--- src/rtl/pipe_stage_skid.sv ---
// Pipeline stage register with valid/ready handshake and a one-entry skid buffer.
// Ports: clock/reset (sync, high), flush, in_* upstream, out_* downstream,
// stall_cnt/bubble_cnt saturating statistics.
module pipe_stage_skid #(
    parameter int DATA_W = 64,
    parameter int CNT_W  = 16
) (
    input  logic              clock,
    input  logic              reset,
    input  logic              flush,
    input  logic              in_valid,
    output logic              in_ready,
    input  logic [DATA_W-1:0] in_data,
    output logic              out_valid,
    input  logic              out_ready,
    output logic [DATA_W-1:0] out_data,
    output logic [CNT_W-1:0]  stall_cnt,
    output logic [CNT_W-1:0]  bubble_cnt
);

    // State bits are {skid_v, main_v}; 2'b10 is unreachable.
    typedef enum logic [1:0] {
        EMPTY = 2'b00,
        BUSY  = 2'b01,
        FULL  = 2'b11
    } state_t;

    state_t state;
    state_t state_nxt;

    logic              main_v;
    logic              skid_v;
    logic [DATA_W-1:0] main_d;
    logic [DATA_W-1:0] skid_d;

    logic accept;
    logic emit;
    logic load_main;
    logic load_skid;
    logic promote;
    logic stall_hit;
    logic bubble_hit;

    assign main_v    = state[0];
    assign skid_v    = state[1];
    assign out_valid = main_v;
    assign out_data  = main_d;
    // Registered ready: no path from out_ready back upstream.
    assign in_ready  = !skid_v;

    assign accept     = in_valid & in_ready;
    assign emit       = out_valid & out_ready;
    assign stall_hit  = out_valid & !out_ready;
    assign bubble_hit = !out_valid & out_ready;

    always_comb begin
        state_nxt = state;
        load_main = 1'b0;
        load_skid = 1'b0;
        promote   = 1'b0;
        unique case (state)
            EMPTY: begin
                if (accept) begin
                    state_nxt = BUSY;
                    load_main = 1'b1;
                end
            end
            BUSY: begin
                if (emit && accept) begin
                    load_main = 1'b1;
                end else if (emit) begin
                    state_nxt = EMPTY;
                end else if (accept) begin
                    state_nxt = FULL;
                    load_skid = 1'b1;
                end
            end
            FULL: begin
                if (emit) begin
                    state_nxt = BUSY;
                    promote   = 1'b1;
                end
            end
            default: begin
                state_nxt = EMPTY;
            end
        endcase
        // Flush drops held entries and the beat offered this cycle.
        if (flush) begin
            state_nxt = EMPTY;
            load_main = 1'b0;
            load_skid = 1'b0;
            promote   = 1'b0;
        end
    end

    always_ff @(posedge clock) begin
        if (reset) begin
            state <= EMPTY;
        end else begin
            state <= state_nxt;
        end
    end

    // Payload registers are never cleared; only valid bits matter.
    always_ff @(posedge clock) begin
        if (load_main) begin
            main_d <= in_data;
        end else if (promote) begin
            main_d <= skid_d;
        end
        if (load_skid) begin
            skid_d <= in_data;
        end
    end

    always_ff @(posedge clock) begin
        if (reset) begin
            stall_cnt  <= '0;
            bubble_cnt <= '0;
        end else begin
            if (stall_hit && stall_cnt != '1) begin
                stall_cnt <= stall_cnt + CNT_W'(1);
            end
            if (bubble_hit && bubble_cnt != '1) begin
                bubble_cnt <= bubble_cnt + CNT_W'(1);
            end
        end
    end

endmodule
--- config.mk ---
export PLATFORM = sky130hd
export DESIGN_NAME = pipe_stage_skid
export DESIGN_NICKNAME = d
export VERILOG_FILES = /design/src/rtl/pipe_stage_skid.sv
export SDC_FILE = /design/constraint.sdc
export NUM_CORES = 1
export LEC_CHECK = 0
export CAP_MARGIN = 0
export CORE_MARGIN = 5
export CORE_UTILIZATION = 35
export CTS_CLUSTER_SIZE = 14
export DETAILED_ROUTE_END_ITERATION = 6
export HOLD_SLACK_MARGIN = 0.02
export SLEW_MARGIN = 10
export SYNTH_ARGS = -nofsm -noshare
export SYNTH_HDL_FRONTEND = slang
export SYNTH_SLANG_ARGS = --single-unit
--- constraint.sdc ---
create_clock -name clock -period 7.3 [get_ports clock]
set_input_delay 1.095 -clock clock [delete_from_list [all_inputs] [get_ports clock]]
set_output_delay 1.095 -clock clock [all_outputs]
set_load 0.01 [all_outputs]
==> flow_summary.ini <==
[global_routing]
antenna_found_initial = 0
grt-ovfl-total = 0
grt_pass1_vias = 4404
grt_pass1_wl_um = 23400
grt_max_degree = 66
track_usage_pct = 13.6

[power]
powerDensity_nw_per_um2 = 230
leakagePower_nw = 3.00
vdd_ir_drop_max_mv = 0.155

[synthesis]
postSynthCellCount = 425
yosysTopAreaCell = edfxtp_1
synth-edff-count = 128
synth-seq-cells = 162
synthTopCellsByArea = edfxtp_1 (59%), mux2_2 (12%), dfxtp_1 (10%)
ys_seq_area_share_pct = 69.4
avgSynthCellArea_um2 = 15.3
yosys.area.top_type_share_pct = 59.0
syn_nets = 500
ys_warn_count = 0
netlist_area_um2 = 6520
ys_async_sr_fraction_pct = 0
synthDistinctLibCells = 43
synth_ff_type = edfxtp_1

[worst_setup_path]
r2r_cells = 6
startpoint = out_ready
cp-start-kind = input pin
cp_top_family = buffers and inverters
worstReg2RegEnd = out_data[49]
worst-setup-path-type = input pin to register
critPathMaxFanout = 65
crit_buf_inv = 3
crit_chain = clkdlybuf4s50_1 -> a31oi_1 -> nor3_2 -> buf_4 -> a41o_2 -> buf_4
crit_top_cell = buf_4
critPathArrivalTime_ns = 3.65
critPathMaxStageDelay_ns = 0.68
end_kind = register
r2r_start = state[0]
cp_num_cells = 6
r2r_setup_slack_ns = 4.11
cp_slowest_cell = clkdlybuf4s50_1
worstPathRequired_ns = 7.33
critPathCapture = out_data[49]

[detailed_routing]
drtIter0Drc = 344
wl_per_cell_um = 17.3
ant_nets = 0
firstDrtPassIters = 4
vias_per_cell = 5.02
drcViolationCount = 0
vias = 4244
drt_wl_total_um = 14600

[floorplanning]
num_rows = 50
initial_core_util_pct = 35.2
dieArea_um2 = 21500
fp.dieH_um = 146
core_region_area_um2 = 18500
die_w_um = 146
io_pins = 167

[sta]
clock_skew_ns = 0.0131
setup_violations = 0
max_freq_mhz = 277
grt_setup_unrepaired = false
fin_crit_sh_pct = 49.5
timing.hold.ws_ns = 0.508
tightest_slew_ns = 0.872
min_period_ns = 3.61
tns_ns = 0
final_hold_viol_count = 0
relSlewSlack_pct = 41.8
drv_slew = 0

[clock_network]
htreeDepth = 4
cts_buffer_depth = 2
cts_hold_buf = 0
cts_buffers = 17
cts_sinks = 162
root_buffer = clkbuf_16
clk_latency_ns = 0.42
cts_resized = 0
path_clk_slew_ns = 0.07
cts_tree = built
post_cts_buffers = 0

[min_path]
hold_path_class = register to register
min_from = stall_cnt[11]

[layout]
nFillCells = 1642
areaGrowthSynthToFinish_pct = 38.4
final_cells = 846
antennaDiodeCount = 0
drive_gt1_share_pct = 19.1
fin_nets = 674

[placed_design]
place_congestion = 0.798
dpl.hpwl_um = 9690
numPlacedInstances = 814
io_buffers = 166

[flow_run]
drv_cap = 0

[status]
status = finished, final reports clean
synthesized netlist by cell type (2+ instances only):
cell and instances:
edfxtp_1 128, mux2_2 71, dfxtp_1 34, a21oi_1 21, nor2_1 17, nand2_1 14
nor3_1 12, nor2b_1 10, nand3_1 9, o21ai_0 9, buf_2 8, nand2b_1 8
or3_1 8, ha_1 6, inv_1 6, or4_1 6, a31oi_1 5, clkbuf_1 5
nand4_1 5, nor4_1 5, o31ai_1 5, a211oi_1 3, a41o_1 3, o41ai_1 3
a311oi_1 2, buf_6 2, mux2i_1 2, nand4_2 2, nand4b_1 2
cell families after synthesis:
| group | Yosys count | share of synthesized area, % |
|---|---|---|
| and+or+nand+nor | 106 | 9.41 |
| adders and majority gates | 6 | 1.15 |
| xor gates and xnor gates | 1 | 0.134 |
| muxes | 73 | 12.6 |
| DFF | 162 | 69.4 |
| buffers and inverters | 21 | 1.59 |
| AOI/OAI and AO/OA | 56 | 5.74 |
per-stage QoR:
step	cell area, um^2	setup WS, ns	util (%)	total power [mW]
3_3_place_gp	8430	3.21	45.5	1.22
6_report	9020	3.69	48.7	2.08
4_1_cts	9020	3.64	48.7	2.11
2_1_floorplan	6520	1.04	-	1.13
5_1_grt	9020	3.51	48.7	2.16
3_5_place_dp	8430	3.19	45.5	1.22
per-layer routing:
metal  up-vias  GRT usage [%]  routed length (um)
met3        12           5.21                1060
met4         0           3.57                 131
met5         -              0                   0
li1       2001              -                   -
met1      2062           18.1                6800
met2       169           21.1                6650
tightest hold or removal path: cells and delay by family, from the launching register on:
| family | cells | cell delay, ns |
|---|---|---|
| AOI/OAI and AO/OA | 2 | 0.13 |
| DFF | 1 | 0.34 |
worst min path at each step:
stage,end,slack [ns],depth (start not counted)
finish,stall_cnt[11],0.51,2
detailed placement,stall_cnt[11],0.50,2
floorplan,stall_cnt[11],0.50,2
CTS,stall_cnt[11],0.51,2
global route,stall_cnt[11],0.54,2
global placement,stall_cnt[11],0.49,2
sequential cells by signal (all words and copies together), names as in the netlist:
name and cells:
bubble_cnt 16, out_data 64, skid_d 64, stall_cnt 16
state 2
power breakdown:
part	internal (mW)	leakage [nW]	switching [mW]
logic	0.0925	1.27	0.0705
clock network	0.486	0.285	0.393
registers	1.03	1.45	0.0103
layout make-up:
cell class | instances | area, um^2 | area share (%)
timing repair buffer | 170 | 1690 | 18.7
inverter | 6 | 22.5 | 0.250
clock inverter | 15 | 166 | 1.84
clock buffer | 17 | 425 | 4.71
tap | 234 | 293 | 3.24
sequential | 162 | 4520 | 50.1
multi-input combinational | 242 | 1900 | 21.1
placed cells by master (no fill, tap or decap), types with 6 or more instances in the layout:
cell type	instances
a21oi_1	21
clkbuf_16	17
clkdlybuf4s50_1	166
dfxtp_1	34
edfxtp_1	128
ha_1	6
inv_1	6
inv_6	6
mux2_2	71
nand2_1	14
nand2b_1	8
nand3_1	9
nor2_1	17
nor2b_1	10
nor3_1	10
o21ai_0	9
or3_1	8
or4_1	6
Power figures use the tool's default switching activity.
